--- src/rtl/count_seq_monitor.sv ---
// Continuity checker for a free-running up-counter: confirms each valid sample is
// the previous one plus 1 (mod 2^CNT_W), and reports lock, wraps and breaks in the sequence.
module count_seq_monitor #(
  parameter int CNT_W  = 3,
  parameter int LOCK_N = 4,
  parameter int WRAP_W = 8,
  parameter int ERR_W  = 4
) (
  input  logic              clk,
  input  logic              rst,
  input  logic [CNT_W-1:0]  cnt_in,
  input  logic              cnt_valid,
  input  logic              clr_err,
  output logic              locked,
  output logic              wrap_pulse,
  output logic [WRAP_W-1:0] wrap_count,
  output logic              err_pulse,
  output logic              err_sticky,
  output logic [ERR_W-1:0]  err_count
);

  // Four bits hold any legal LOCK_N (1..15).
  localparam int RUN_W = 4;

  typedef enum logic [1:0] {
    ST_EMPTY  = 2'd0,
    ST_ACQ    = 2'd1,
    ST_LOCKED = 2'd2
  } state_e;

  state_e             state_q, state_d;
  logic [CNT_W-1:0]   prev_q, prev_d;
  logic [RUN_W-1:0]   run_q, run_d;
  logic               locked_q, locked_d;
  logic               wrap_pulse_q, wrap_pulse_d;
  logic [WRAP_W-1:0]  wrap_count_q, wrap_count_d;
  logic               err_pulse_q, err_pulse_d;
  logic               err_sticky_q, err_sticky_d;
  logic [ERR_W-1:0]   err_count_q, err_count_d;

  logic [CNT_W-1:0]   exp_cnt;
  logic [RUN_W-1:0]   run_inc;
  logic               match;
  logic               err_det;

  assign exp_cnt = prev_q + CNT_W'(1);
  assign run_inc = run_q + RUN_W'(1);
  assign match   = (cnt_in == exp_cnt);

  // NOTE: every signal written here gets a default first, so no path can leave
  // one unassigned and infer a latch.
  always_comb begin
    state_d      = state_q;
    prev_d       = prev_q;
    run_d        = run_q;
    locked_d     = locked_q;
    wrap_pulse_d = 1'b0;
    wrap_count_d = wrap_count_q;
    err_pulse_d  = 1'b0;
    err_sticky_d = err_sticky_q;
    err_count_d  = err_count_q;
    err_det      = 1'b0;

    if (cnt_valid) begin
      unique case (state_q)
        ST_EMPTY: begin
          prev_d  = cnt_in;
          run_d   = '0;
          state_d = ST_ACQ;
        end
        ST_ACQ: begin
          prev_d = cnt_in;
          if (match) begin
            run_d = run_inc;
            if (run_inc == RUN_W'(LOCK_N)) begin
              state_d  = ST_LOCKED;
              locked_d = 1'b1;
            end
          end else begin
            run_d = '0;
          end
        end
        ST_LOCKED: begin
          prev_d = cnt_in;
          if (match) begin
            if (&prev_q) begin
              wrap_pulse_d = 1'b1;
              wrap_count_d = wrap_count_q + WRAP_W'(1);
            end
          end else begin
            // Resync from the offending value; lock must be re-earned.
            err_det  = 1'b1;
            locked_d = 1'b0;
            run_d    = '0;
            state_d  = ST_ACQ;
          end
        end
        default: state_d = ST_EMPTY;
      endcase
    end

    // A fresh error on the clearing edge takes precedence over the clear.
    if (err_det) begin
      err_pulse_d  = 1'b1;
      err_sticky_d = 1'b1;
      if (clr_err)
        err_count_d = ERR_W'(1);
      else if (!(&err_count_q))
        err_count_d = err_count_q + ERR_W'(1);
    end else if (clr_err) begin
      err_sticky_d = 1'b0;
      err_count_d  = '0;
    end
  end

  // NOTE: sequential state uses non-blocking assignments so every register
  // samples the pre-edge values regardless of statement order.
  always_ff @(posedge clk or posedge rst) begin
    if (rst) begin
      state_q      <= ST_EMPTY;
      prev_q       <= '0;
      run_q        <= '0;
      locked_q     <= 1'b0;
      wrap_pulse_q <= 1'b0;
      wrap_count_q <= '0;
      err_pulse_q  <= 1'b0;
      err_sticky_q <= 1'b0;
      err_count_q  <= '0;
    end else begin
      state_q      <= state_d;
      prev_q       <= prev_d;
      run_q        <= run_d;
      locked_q     <= locked_d;
      wrap_pulse_q <= wrap_pulse_d;
      wrap_count_q <= wrap_count_d;
      err_pulse_q  <= err_pulse_d;
      err_sticky_q <= err_sticky_d;
      err_count_q  <= err_count_d;
    end
  end

  assign locked     = locked_q;
  assign wrap_pulse = wrap_pulse_q;
  assign wrap_count = wrap_count_q;
  assign err_pulse  = err_pulse_q;
  assign err_sticky = err_sticky_q;
  assign err_count  = err_count_q;

endmodule

--- config.mk ---
export PLATFORM = sky130hd
export DESIGN_NAME = count_seq_monitor
export DESIGN_NICKNAME = d
export VERILOG_FILES = /design/src/rtl/count_seq_monitor.sv
export SDC_FILE = /design/constraint.sdc
export NUM_CORES = 1
export LEC_CHECK = 0
export ABC_AREA = 0
export ABC_CLOCK_PERIOD_IN_PS = 2750
export BUFFER_PORTS_ARGS = -buffer_cell sky130_fd_sc_hd__buf_4
export CORE_ASPECT_RATIO = 1.5
export CORE_MARGIN = 10
export CORE_UTILIZATION = 33
export DETAILED_ROUTE_END_ITERATION = 10
export GPL_ROUTABILITY_DRIVEN = 0
export PLACE_DENSITY = 0.62
export SYNTH_ARGS = -nofsm -noshare
export SYNTH_HDL_FRONTEND = slang
export SYNTH_SLANG_ARGS = --single-unit
--- constraint.sdc ---
create_clock -name clk -period 2.75 [get_ports clk]
set_input_delay 0.1375 -clock clk [delete_from_list [all_inputs] [get_ports clk]]
set_output_delay 0.1375 -clock clk [all_outputs]
set_load 0.03 [all_outputs]
==> impl_metrics.xml, run 1 <==
<?xml version="1.0" encoding="UTF-8"?>
<metrics>
  <group name="floorplan">
    <metric name="placement_rows" unit="">28</metric>
    <metric name="floorplan.initialDensity" unit="%">33.90</metric>
    <metric name="die_width" unit="um">71.84</metric>
    <metric name="overall_die_area" unit="um^2">7022</metric>
    <metric name="die_h" unit="um">97.76</metric>
    <metric name="boundaryPins" unit="">23</metric>
    <metric name="core_region_area" unit="um^2">3924</metric>
  </group>
  <group name="global_route">
    <metric name="grt_pass1_wl" unit="um">4892</metric>
    <metric name="grt_antenna_before_repair" unit="">0</metric>
    <metric name="grt_util_all_layers" unit="%">8.222</metric>
    <metric name="largest_net_degree_at_the_start_of_global_routing" unit="">26</metric>
    <metric name="grt_pass1_vias" unit="">1056</metric>
    <metric name="grt.overflow.total" unit="">0</metric>
  </group>
  <group name="yosys">
    <metric name="netlist_top_cells_count" unit="">25 x sky130_fd_sc_hd__dfrtp_1, 17 x sky130_fd_sc_hd__nand2_1, 11 x sky130_fd_sc_hd__nand3_1, 7 x sky130_fd_sc_hd__xor2_1</metric>
    <metric name="synthesized_nets" unit="">139</metric>
    <metric name="synth_compound_area_share" unit="%">13.08</metric>
    <metric name="yosys.area_share.simple" unit="%">22.30</metric>
    <metric name="synth_seq_area_share" unit="%">47.04</metric>
    <metric name="synth_top_flop_cell" unit="">sky130_fd_sc_hd__dfrtp_1</metric>
    <metric name="synthesis_warnings" unit="">0</metric>
    <metric name="yosysMostFrequentCell" unit="">sky130_fd_sc_hd__dfrtp_1</metric>
    <metric name="syn-mean-instance-area" unit="um^2">10.56</metric>
    <metric name="syn_inst" unit="">126</metric>
    <metric name="combinational_family_with_the_most_area_after_synthesis" unit="">simple AND/OR/NAND/NOR gates</metric>
    <metric name="synth_mux_area_share" unit="%">1.599</metric>
    <metric name="ys_ff_latch" unit="">25</metric>
    <metric name="async_flop_share" unit="%">100.0</metric>
    <metric name="post_synth_instance_area" unit="um^2">1330</metric>
    <metric name="synthTopCellsByArea" unit="">sky130_fd_sc_hd__dfrtp_1 47%, sky130_fd_sc_hd__ha_1 5.6%, sky130_fd_sc_hd__nand2_1 4.8%</metric>
    <metric name="synth_enable_flop_cells" unit="">0</metric>
    <metric name="post_synth_xor_xnor_area" unit="%">8.561</metric>
    <metric name="synth_cell_types" unit="">42</metric>
    <metric name="area_share_of_the_largest_cell_type_after_synthesis" unit="%">47.04</metric>
    <metric name="synth-adder-area-share" unit="%">5.644</metric>
    <metric name="synth_top_cell_by_area" unit="">sky130_fd_sc_hd__dfrtp_1</metric>
  </group>
  <group name="clock_tree">
    <metric name="cts.sinks" unit="">25</metric>
    <metric name="cts_tree" unit="">built</metric>
    <metric name="numCtsBuffers" unit="">3</metric>
    <metric name="clock_h_tree_levels" unit="">1</metric>
    <metric name="root_buffer_selected_by_cts" unit="">sky130_fd_sc_hd__clkbuf_8</metric>
    <metric name="cts_hold_repair.buffers" unit="">0</metric>
    <metric name="clock_latency" unit="ns">0.27</metric>
    <metric name="clk_pin_slew" unit="ns">0.08</metric>
    <metric name="postCtsResizedCells" unit="">0</metric>
    <metric name="cts.repair_timing.setup_buffer_count" unit="">0</metric>
    <metric name="cts-root-to-sink-buffers" unit="">2</metric>
  </group>
  <group name="critical_path">
    <metric name="critical_path.most_common_cell" unit="">sky130_fd_sc_hd__ha_1</metric>
    <metric name="r2r_start" unit="">prev_q[0]</metric>
    <metric name="critPathMaxFanout" unit="">10</metric>
    <metric name="worst_r2r_path_depth" unit="">6</metric>
    <metric name="critical_path_rt" unit="ns">2.91</metric>
    <metric name="setup.worst_path.end_class" unit="">flip-flop</metric>
    <metric name="critical_path.startpoint_type" unit="">flip-flop</metric>
    <metric name="critical_path.cell_chain" unit="">ha_1 -&gt; ha_1 -&gt; xor2_1 -&gt; nor3_4 -&gt; nand2_1 -&gt; mux2_2</metric>
    <metric name="critPathSlowestCell" unit="">sky130_fd_sc_hd__dfrtp_1</metric>
    <metric name="criticalPathCategory" unit="">reg -&gt; reg</metric>
    <metric name="critical_path.startpoint" unit="">prev_q[0]</metric>
    <metric name="arrival" unit="ns">2.34</metric>
    <metric name="max_incr_delay_on_cp" unit="ns">0.47</metric>
    <metric name="r2r_setup_slack" unit="ns">0.57</metric>
    <metric name="critical_path.reg2reg.endpoint" unit="">wrap_count[1]</metric>
  </group>
  <group name="timing">
    <metric name="drv_slew" unit="">0</metric>
    <metric name="setup-violations-final" unit="">0</metric>
    <metric name="postLayoutSetupSlackWorst" unit="ns">0.5709</metric>
    <metric name="worst_slew_margin_rel" unit="%">39.21</metric>
    <metric name="unrepaired_setup_endpoints_after_global_routing" unit="">false</metric>
    <metric name="period_minus_slack" unit="ns">2.179</metric>
    <metric name="worst_slew_pin_slew" unit="ns">0.9109</metric>
    <metric name="max_freq" unit="MHz">458.9</metric>
    <metric name="number_of_hold_violations_in_the_final_report" unit="">0</metric>
    <metric name="final.period_utilization" unit="%">79.24</metric>
    <metric name="final.setup_skew" unit="ns">0.002311</metric>
    <metric name="fin_setup_tns" unit="ns">0</metric>
  </group>
  <group name="drt">
    <metric name="detail_route.iter0.violations" unit="">43</metric>
    <metric name="final_antenna_net_count" unit="">0</metric>
    <metric name="vias_per_cell" unit="">5.367</metric>
    <metric name="detail_route.wl_per_cell" unit="um">15.08</metric>
    <metric name="vias_after_detailed_routing" unit="">1052</metric>
    <metric name="drt_total_wl" unit="um">2955</metric>
    <metric name="drcViolationCount" unit="">0</metric>
    <metric name="drt-pass1-iter-count" unit="">4</metric>
  </group>
  <group name="min_path">
    <metric name="hold_path.class" unit="">in -&gt; async</metric>
  </group>
  <group name="power">
    <metric name="total_design_power" unit="uW">685.3</metric>
    <metric name="p_seq_share" unit="%">56.1</metric>
    <metric name="p_sw" unit="uW">178.9</metric>
    <metric name="combPwrFrac" unit="%">12.3</metric>
    <metric name="worst_ir_drop_vdd" unit="mV">0.1830</metric>
    <metric name="power.density" unit="nW/um^2">430.6</metric>
    <metric name="switching_share" unit="%">26.11</metric>
    <metric name="p_clk_share" unit="%">31.6</metric>
    <metric name="cell_internal_pwr" unit="uW">506.4</metric>
    <metric name="leakage" unit="uW">0.0007804</metric>
  </group>
  <group name="placement">
    <metric name="dp_worst_setup_slack" unit="ns">0.5769</metric>
    <metric name="port_buffers" unit="">22</metric>
    <metric name="dpl.cell_count" unit="">192</metric>
    <metric name="place_hpwl" unit="um">2316</metric>
  </group>
  <group name="cells_and_area">
    <metric name="drive_gt1_share" unit="%">22.52</metric>
    <metric name="finalNetCount" unit="">165</metric>
    <metric name="area.growth.synth_to_final" unit="%">19.66</metric>
    <metric name="ant_cells" unit="">0</metric>
    <metric name="finish.cell_count_without_fillers" unit="">196</metric>
  </group>
  <group name="flow_run">
    <metric name="max_cap_viol_count" unit="">0</metric>
  </group>
  <group name="outcome">
    <metric name="status" unit="">finished, final reports clean</metric>
  </group>
</metrics>
kinds of logic (layout without fill, tap and decap cells):
group,Yosys count,in the layout
fa+ha+maj,6,6
simple gates,53,53
flops,25,25
mux,2,2
compound gates,21,21
xor+xnor,13,13
buf+inv,6,31
flip-flops by register name, summed over array words and instances, names as in the netlist:
signal and cells:
err_count 4, err_pulse 1, err_sticky 1, run_q 4, wrap_pulse 1, wrap_count 8
prev_q 3, locked 1, state_q 2
critical path, delay by kind of cell (launching register included):
kind / cells / cell delay [ns]
simple gates: 2 / 0.55
fa+ha+maj: 2 / 0.54
flops: 1 / 0.47
mux: 1 / 0.29
xor+xnor: 1 / 0.22
worst max path at each step:
stage | slack [ns] | endpoint
6_report | 0.57 | wrap_count[1]
5_1_grt | 0.42 | wrap_count[1]
4_1_cts | 0.56 | wrap_count[1]
3_5_place_dp | 0.58 | wrap_count[1]
3_3_place_gp | 0.64 | wrap_count[1]
2_1_floorplan | 0.74 | wrap_count[1]
through the flow:
| stage | util, % | area [um^2] | hold WS, ns |
|---|---|---|---|
| 2_1_floorplan | - | 1330 | 0.1648 |
| 3_3_place_gp | 39.41 | 1546 | 0.3423 |
| 3_5_place_dp | 39.41 | 1546 | 0.3473 |
| 4_1_cts | 40.56 | 1592 | 0.05684 |
| 5_1_grt | 40.56 | 1592 | 0.06972 |
| 6_report | 40.56 | 1592 | 0.06808 |
placed cells by master (no fill, tap or decap), drive strengths merged, types with 2 or more instances in the layout:
master,Yosys,final
dfrtp,25,25
buf,1,22
nand2,17,17
nand3,11,11
xor2,7,7
xnor2,6,6
ha,6,6
nor3,5,5
inv,5,5
clkbuf,0,4
o21ai,3,3
a21bo,3,3
nand4,3,3
a21oi,3,3
nor2,2,2
a41o,2,2
nor4,2,2
nand2b,2,2
and2,2,2
routing by layer:
layer / routed length [um] / track usage [%] / part of all wire [%] / vias up
li1: - / - / - / 512
met1: 1201 / 8.577 / 41 / 515
met2: 1551 / 14.92 / 52 / 21
met3: 169 / 2.330 / 5.7 / 4
met4: 34 / 2.990 / 1.2 / 0
met5: 0 / 0 / 0 / -
power groups by stage:
| stage | sequential [uW] | combinational, uW | clock (uW) |
|---|---|---|---|
| after floorplan | 389 | 62.8 | 0 |
| after global placement | 391 | 84.1 | 0 |
| after detailed placement | 392 | 86.5 | 0 |
| after CTS | 384 | 86.5 | 227 |
| after global routing | 385 | 93.9 | 240 |
| final | 385 | 84.4 | 216 |
final cells by class:
| cell class | instances | area [um^2] |
|---|---|---|
| Fill cell | 383 | 2332 |
| Timing Repair Buffer | 22 | 165.2 |
| Clock buffer | 4 | 45.04 |
| Multi-Input combinational cell | 95 | 680.7 |
| Inverter | 5 | 18.77 |
| Sequential cell | 25 | 625.6 |
| Tap cell | 45 | 56.30 |
Note: power is estimated with default switching activity, not from simulation.
==> inputs of run 2 (changes only) <==
- ABC_AREA: 0 -> 1
- ABC_CLOCK_PERIOD_IN_PS: 2750 -> 2250
- PLACE_DENSITY: 0.62 -> 0.61
- clock period: 2.75 -> 2.25 ns (I/O delays scaled with it)
==> impl_metrics.xml, run 2 <==
<?xml version="1.0" encoding="UTF-8"?>
<metrics>
  <group name="timing">
    <metric name="setup-violations-final" unit="">0</metric>
    <metric name="worst_slew_pin_slew" unit="ns">0.4871</metric>
    <metric name="drv_slew" unit="">0</metric>
    <metric name="worst_slew_margin_rel" unit="%">67.53</metric>
    <metric name="max_freq" unit="MHz">515.3</metric>
    <metric name="postLayoutSetupSlackWorst" unit="ns">0.3094</metric>
    <metric name="unrepaired_setup_endpoints_after_global_routing" unit="">false</metric>
    <metric name="number_of_hold_violations_in_the_final_report" unit="">0</metric>
    <metric name="final.setup_skew" unit="ns">0.003587</metric>
    <metric name="period_minus_slack" unit="ns">1.941</metric>
    <metric name="final.period_utilization" unit="%">86.25</metric>
    <metric name="fin_setup_tns" unit="ns">0</metric>
  </group>
  <group name="drt">
    <metric name="detail_route.iter0.violations" unit="">41</metric>
    <metric name="met2_wirelength" unit="um">1416</metric>
    <metric name="detail_route.wl_per_cell" unit="um">11.84</metric>
    <metric name="met3WireLength" unit="um">138</metric>
    <metric name="top_signal_layer_used" unit="">met4</metric>
    <metric name="vias_per_cell" unit="">4.653</metric>
    <metric name="drcViolationCount" unit="">0</metric>
    <metric name="vias_after_detailed_routing" unit="">1126</metric>
    <metric name="drt-pass1-iter-count" unit="">5</metric>
    <metric name="wirelength_met1" unit="um">1271</metric>
    <metric name="drt_total_wl" unit="um">2866</metric>
    <metric name="final_antenna_net_count" unit="">0</metric>
  </group>
  <group name="clock_tree">
    <metric name="clk_pin_slew" unit="ns">0.09</metric>
    <metric name="clock_h_tree_levels" unit="">1</metric>
    <metric name="numCtsBuffers" unit="">3</metric>
    <metric name="root_buffer_selected_by_cts" unit="">sky130_fd_sc_hd__clkbuf_8</metric>
    <metric name="cts-root-to-sink-buffers" unit="">2</metric>
    <metric name="cts.sinks" unit="">25</metric>
    <metric name="clock_latency" unit="ns">0.27</metric>
    <metric name="cts.repair_timing.setup_buffer_count" unit="">0</metric>
    <metric name="cts_tree" unit="">built</metric>
  </group>
  <group name="yosys">
    <metric name="area_share_of_the_largest_cell_type_after_synthesis" unit="%">44.88</metric>
    <metric name="synthesis_warnings" unit="">0</metric>
    <metric name="synth_enable_flop_cells" unit="">0</metric>
    <metric name="synth_top_cell_by_area" unit="">sky130_fd_sc_hd__dfrtp_1</metric>
    <metric name="synth_top_flop_cell" unit="">sky130_fd_sc_hd__dfrtp_1</metric>
    <metric name="post_synth_instance_area" unit="um^2">1394</metric>
    <metric name="syn-mean-instance-area" unit="um^2">8.199</metric>
    <metric name="synthesized_nets" unit="">183</metric>
    <metric name="yosysMostFrequentCell" unit="">sky130_fd_sc_hd__nand2_1</metric>
    <metric name="syn_inst" unit="">170</metric>
    <metric name="synthTopCellsByArea" unit="">sky130_fd_sc_hd__dfrtp_1 45%, sky130_fd_sc_hd__nand2_1 16%, sky130_fd_sc_hd__inv_1 6.5%</metric>
    <metric name="synth_seq_area_share" unit="%">44.88</metric>
    <metric name="netlist_top_cells_count" unit="">58 x sky130_fd_sc_hd__nand2_1, 25 x sky130_fd_sc_hd__dfrtp_1, 24 x sky130_fd_sc_hd__inv_1, 10 x sky130_fd_sc_hd__nand4_1, 8 x sky130_fd_sc_hd__nand3_1</metric>
    <metric name="async_flop_share" unit="%">100.0</metric>
    <metric name="ys_ff_latch" unit="">25</metric>
    <metric name="synth_cell_types" unit="">23</metric>
  </group>
  <group name="critical_path">
    <metric name="setup.worst_path.end_class" unit="">flip-flop</metric>
    <metric name="max_incr_delay_on_cp" unit="ns">0.42</metric>
    <metric name="critical_path.most_common_cell" unit="">sky130_fd_sc_hd__nand2_1</metric>
    <metric name="critPathSlowestCell" unit="">sky130_fd_sc_hd__dfrtp_1</metric>
    <metric name="critical_path.startpoint_type" unit="">flip-flop</metric>
    <metric name="largest_delay_share_family_worst_path" unit="">simple AND/OR/NAND/NOR gates</metric>
    <metric name="critPathMaxFanout" unit="">11</metric>
    <metric name="r2r_start" unit="">prev_q[0]</metric>
    <metric name="arrival" unit="ns">2.11</metric>
    <metric name="criticalPathCategory" unit="">reg -&gt; reg</metric>
    <metric name="critical_path_rt" unit="ns">2.42</metric>
    <metric name="critical_path.cell_chain" unit="">ha_1 -&gt; ha_1 -&gt; inv_1 -&gt; nand2_1 -&gt; nand2_1 -&gt; nand2_1 -&gt; nor2_4 -&gt; nand3_2 -&gt; nand2_1 -&gt; o21ai_2</metric>
    <metric name="worstPathBufferInverterCount" unit="">1</metric>
    <metric name="critical_path.startpoint" unit="">prev_q[0]</metric>
  </group>
  <group name="placement">
    <metric name="place_hpwl" unit="um">2189</metric>
    <metric name="port_buffers" unit="">22</metric>
    <metric name="dp_worst_setup_slack" unit="ns">0.3174</metric>
  </group>
  <group name="power">
    <metric name="leakage" unit="uW">0.0009050</metric>
    <metric name="power.density" unit="nW/um^2">531.3</metric>
    <metric name="worst_ir_drop_vdd" unit="mV">0.2846</metric>
  </group>
  <group name="cells_and_area">
    <metric name="layout.cells.most_common_list" unit="">58 x sky130_fd_sc_hd__nand2_1, 25 x sky130_fd_sc_hd__dfrtp_1, 24 x sky130_fd_sc_hd__inv_1, 23 x sky130_fd_sc_hd__buf_4, 10 x sky130_fd_sc_hd__nand4_1</metric>
    <metric name="flip_flop_count_of_the_largest_register_after_layout" unit="">8</metric>
    <metric name="ant_cells" unit="">0</metric>
    <metric name="most_common_library_cell_in_the_layout_ignoring_fill_and_taps" unit="">sky130_fd_sc_hd__nand2_1</metric>
    <metric name="filler_cell_count" unit="">390</metric>
    <metric name="area.growth.synth_to_final" unit="%">19.84</metric>
    <metric name="drive_gt1_share" unit="%">20.30</metric>
    <metric name="finalNetCount" unit="">211</metric>
  </group>
  <group name="global_route">
    <metric name="grt_pass1_wl" unit="um">5250</metric>
    <metric name="largest_net_degree_at_the_start_of_global_routing" unit="">26</metric>
    <metric name="grt.overflow.total" unit="">0</metric>
    <metric name="grt_antenna_before_repair" unit="">0</metric>
    <metric name="grt_util_all_layers" unit="%">8.625</metric>
    <metric name="grt_pass1_vias" unit="">1197</metric>
  </group>
  <group name="flow_run">
    <metric name="max_cap_viol_count" unit="">0</metric>
  </group>
  <group name="outcome">
    <metric name="status" unit="">finished, final reports clean</metric>
  </group>
  <group name="floorplan">
    <metric name="die_h" unit="um">99.60</metric>
    <metric name="floorplan.initialDensity" unit="%">34.60</metric>
    <metric name="die_width" unit="um">73.07</metric>
    <metric name="overall_die_area" unit="um^2">7277</metric>
    <metric name="boundaryPins" unit="">23</metric>
    <metric name="core_region_area" unit="um^2">4029</metric>
    <metric name="placement_rows" unit="">28</metric>
  </group>
  <group name="min_path">
    <metric name="hold_path.class" unit="">in -&gt; reg</metric>
    <metric name="holdCritStartpoint" unit="">cnt_in[0]</metric>
  </group>
</metrics>
==> run 2: worst paths after layout <==
path | end | slack, ns | depth (start not counted)
setup / recovery | wrap_count[6] | 0.31 | 10
hold / removal | prev_q[0] | 0.07 | 3
setup reg to reg | wrap_count[6] | 0.31 | 10
hold reg to reg | err_sticky | 0.51 | 2
max in group asynchronous | run_q[0] | 1.55 | 4
min in group asynchronous | err_pulse | 0.45 | 4
==> run 2: cell type report <==
type,instances,area [um^2],area share (%)
Clock inverter,1,7.507,0.4494
Tap cell,45,56.30,3.371
Clock buffer,3,41.29,2.472
Sequential cell,25,625.6,37.45
Timing Repair Buffer,24,182.7,10.94
Multi-Input combinational cell,118,659.4,39.48
Inverter,26,97.59,5.843
==> run 2: kinds of logic (layout without fill, tap and decap cells) <==
group	Yosys count	in the layout	share of synthesized area, %
buf+inv	27	54	7.810
simple gates	87	87	28.64
xor+xnor	10	10	6.823
flops	25	25	44.88
fa+ha+maj	6	6	5.386
compound gates	15	15	6.463
==> run 2: power by group <==
| part | internal [uW] | switching (uW) | total [uW] | leakage [uW] |
|---|---|---|---|---|
| Sequential | 465 | 13.8 | 479 | 0.000337 |
| Combinational | 45.0 | 87.2 | 132 | 0.000547 |
| Clock | 126 | 151 | 277 | 0.0000217 |
| Total | 635 | 252 | 887 | 0.000905 |
==> run 2: worst reg2reg max path: stages, from the launching register on <==
cell and delay [ns]:
sky130_fd_sc_hd__dfrtp_1 0.42, sky130_fd_sc_hd__ha_1 0.21, sky130_fd_sc_hd__ha_1 0.28, sky130_fd_sc_hd__inv_1 0.05, sky130_fd_sc_hd__nand2_1 0.04, sky130_fd_sc_hd__nand2_1 0.07, sky130_fd_sc_hd__nand2_1 0.08, sky130_fd_sc_hd__nor2_4 0.18
sky130_fd_sc_hd__nand3_2 0.27, sky130_fd_sc_hd__nand2_1 0.16, sky130_fd_sc_hd__o21ai_2 0.06
==> run 2: through the flow <==
stage,area [um^2],total power [uW],utilization (%),hold WS [ns],std cells
global route,1670,942.9,41.46,0.09527,242
detailed placement,1612,618.9,40.00,0.2000,237
CTS,1670,901.6,41.46,0.06510,242
floorplan,1394,583.1,-,0.1398,170
finish,1670,887.4,41.46,0.06556,242
global placement,1612,618.9,40.00,0.1989,237
==> run 2: metal layers <==
layer  up-vias  global-route usage (%)
met3         5                   2.289
met4         0                   3.079
met1       509                   10.22
met2        17                   14.33
met5         -                       0
li1        595                       -
==> run 2: repair_timing <==
action                                  in CTS  in global routing
hold buffers                                 1                  0
hold endpoints to repair                    25                  0
resized for setup                            0                  0
endpoints found under the setup margin       0                  0
==> inputs of run 3 (changes only) <==
- CORE_ASPECT_RATIO: 1.5 -> not set
==> impl_metrics.xml, run 3 (same netlist as run 2, synthesis figures left out) <==
<?xml version="1.0" encoding="UTF-8"?>
<metrics>
  <group name="clock_tree">
    <metric name="cts.repair_timing.setup_buffer_count" unit="">0</metric>
    <metric name="cts-root-to-sink-buffers" unit="">2</metric>
    <metric name="numCtsBuffers" unit="">3</metric>
    <metric name="clock_latency" unit="ns">0.28</metric>
    <metric name="clk_pin_slew" unit="ns">0.10</metric>
    <metric name="cts_tree" unit="">built</metric>
    <metric name="root_buffer_selected_by_cts" unit="">sky130_fd_sc_hd__clkbuf_8</metric>
    <metric name="cts.sinks" unit="">25</metric>
    <metric name="postCtsResizedCells" unit="">0</metric>
    <metric name="clock_h_tree_levels" unit="">1</metric>
  </group>
  <group name="timing">
    <metric name="unrepaired_setup_endpoints_after_global_routing" unit="">false</metric>
    <metric name="number_of_hold_violations_in_the_final_report" unit="">0</metric>
    <metric name="max_freq" unit="MHz">512.5</metric>
    <metric name="final.period_utilization" unit="%">86.72</metric>
    <metric name="setup-violations-final" unit="">0</metric>
    <metric name="worst_slew_margin_rel" unit="%">70.94</metric>
    <metric name="drv_slew" unit="">0</metric>
    <metric name="period_minus_slack" unit="ns">1.951</metric>
    <metric name="worst_slew_pin_slew" unit="ns">0.4360</metric>
    <metric name="final.setup_skew" unit="ns">0.009926</metric>
    <metric name="fin_setup_tns" unit="ns">0</metric>
  </group>
  <group name="min_path">
    <metric name="hold_path.class" unit="">in -&gt; reg</metric>
  </group>
  <group name="critical_path">
    <metric name="critical_path.startpoint_type" unit="">flip-flop</metric>
    <metric name="critical_path_rt" unit="ns">2.42</metric>
    <metric name="setup.worst_path.end_class" unit="">flip-flop</metric>
    <metric name="arrival" unit="ns">2.12</metric>
    <metric name="critPathMaxFanout" unit="">11</metric>
    <metric name="criticalPathCategory" unit="">reg -&gt; reg</metric>
  </group>
  <group name="global_route">
    <metric name="grt_pass1_vias" unit="">1120</metric>
    <metric name="grt_util_all_layers" unit="%">8.455</metric>
    <metric name="grt_antenna_before_repair" unit="">0</metric>
    <metric name="grt.overflow.total" unit="">0</metric>
    <metric name="largest_net_degree_at_the_start_of_global_routing" unit="">26</metric>
    <metric name="grt_pass1_wl" unit="um">5209</metric>
  </group>
  <group name="floorplan">
    <metric name="core_region_area" unit="um^2">4058</metric>
    <metric name="die_width" unit="um">84.99</metric>
    <metric name="floorplan.initialDensity" unit="%">34.35</metric>
    <metric name="die_h" unit="um">84.99</metric>
    <metric name="placement_rows" unit="">23</metric>
    <metric name="overall_die_area" unit="um^2">7223</metric>
    <metric name="boundaryPins" unit="">23</metric>
  </group>
  <group name="cells_and_area">
    <metric name="drive_gt1_share" unit="%">20.30</metric>
    <metric name="area.growth.synth_to_final" unit="%">20.29</metric>
    <metric name="postLayoutCellArea" unit="um^2">1677</metric>
    <metric name="flip_flop_count_of_the_largest_register_after_layout" unit="">8</metric>
    <metric name="ant_cells" unit="">0</metric>
    <metric name="finalNetCount" unit="">211</metric>
    <metric name="layout.cells.most_common_list" unit="">58 x sky130_fd_sc_hd__nand2_1, 25 x sky130_fd_sc_hd__dfrtp_1, 24 x sky130_fd_sc_hd__inv_1, 23 x sky130_fd_sc_hd__buf_4, 10 x sky130_fd_sc_hd__nand4_1</metric>
    <metric name="most_common_library_cell_in_the_layout_ignoring_fill_and_taps" unit="">sky130_fd_sc_hd__nand2_1</metric>
  </group>
  <group name="drt">
    <metric name="detail_route.iter0.violations" unit="">19</metric>
    <metric name="final_antenna_net_count" unit="">0</metric>
    <metric name="drcViolationCount" unit="">0</metric>
    <metric name="drt-pass1-iter-count" unit="">4</metric>
    <metric name="vias_after_detailed_routing" unit="">1131</metric>
    <metric name="detail_route.wl_per_cell" unit="um">11.19</metric>
    <metric name="drt_total_wl" unit="um">2764</metric>
    <metric name="vias_per_cell" unit="">4.579</metric>
  </group>
  <group name="power">
    <metric name="total_design_power" unit="uW">891.1</metric>
    <metric name="leakage" unit="uW">0.0009050</metric>
    <metric name="power.density" unit="nW/um^2">531.5</metric>
    <metric name="worst_ir_drop_vdd" unit="mV">0.2744</metric>
  </group>
  <group name="placement">
    <metric name="place_hpwl" unit="um">2141</metric>
    <metric name="detailed_place.area" unit="um^2">1618</metric>
    <metric name="port_buffers" unit="">22</metric>
  </group>
  <group name="flow_run">
    <metric name="max_cap_viol_count" unit="">0</metric>
  </group>
  <group name="outcome">
    <metric name="status" unit="">finished, final reports clean</metric>
  </group>
</metrics>
-- run 3: cell counts in the layout (fill, tap and decap cells not counted) --
Identical to the previous run, type by type.
-- run 3: per-layer routing --
layer / track usage, % / wire length (um) / up-vias
li1: - / - / 594
met1: 10.34 / 1319 / 514
met2: 13.15 / 1224 / 18
met3: 3.155 / 179 / 5
met4: 3.144 / 40 / 0
met5: 0 / 0 / -
-- run 3: final timing paths --
kind / from / end / slack [ns] / cells past startpoint
min in group asynchronous: rst / err_count[3] / 0.43 / 4
worst min-delay path: cnt_in[1] / prev_q[1] / 0.08 / 3
worst min register to register: err_sticky / err_sticky / 0.49 / 2
worst max-delay path: prev_q[0] / wrap_count[0] / 0.30 / 9
max in group asynchronous: rst / run_q[2] / 1.58 / 4
worst max register to register: prev_q[0] / wrap_count[0] / 0.30 / 9
-- run 3: critical path, stage by stage (launching register included) --
cell and delay [ns]:
sky130_fd_sc_hd__dfrtp_1 0.42, sky130_fd_sc_hd__ha_1 0.21, sky130_fd_sc_hd__ha_1 0.28, sky130_fd_sc_hd__inv_1 0.06, sky130_fd_sc_hd__nand2_1 0.05, sky130_fd_sc_hd__nand2_1 0.07
sky130_fd_sc_hd__nand2_1 0.08, sky130_fd_sc_hd__nor2_4 0.18, sky130_fd_sc_hd__nand3_2 0.29, sky130_fd_sc_hd__xnor2_2 0.21
-- run 3: metrics by stage --
step                      worst slack, ns  cells  hold slack, ns  util (%)
final                              0.2989    247         0.08044     41.32
after global routing              0.09777    247          0.1060     41.32
after CTS                          0.2904    247         0.08583     41.32
after detailed placement           0.2991    242          0.1953     39.87
after global placement             0.3436    242          0.1942     39.87
after floorplan                    0.5075    170          0.1398         -
-- run 3: what timing repair did --
action	in CTS	in global routing
endpoints found under the setup margin	0	0
hold buffers	1	0
endpoints found under the hold margin	25	0
-- run 3: final cells by class --
| class | instances | area [um^2] |
|---|---|---|
| fillers | 419 | 2381 |
| clock inverters | 1 | 7.507 |
| repair buffers | 24 | 182.7 |
| inverters | 26 | 97.59 |
| clock buffers | 3 | 41.29 |
| well taps | 50 | 62.56 |
| multi-input cells | 118 | 659.4 |
| flip-flops and latches | 25 | 625.6 |
-- run 3: report_power, final --
group          internal (uW)  switching (uW)  total [uW]
Clock                    126             156         282
Sequential               465            13.9         479
Combinational           44.9            85.4         130
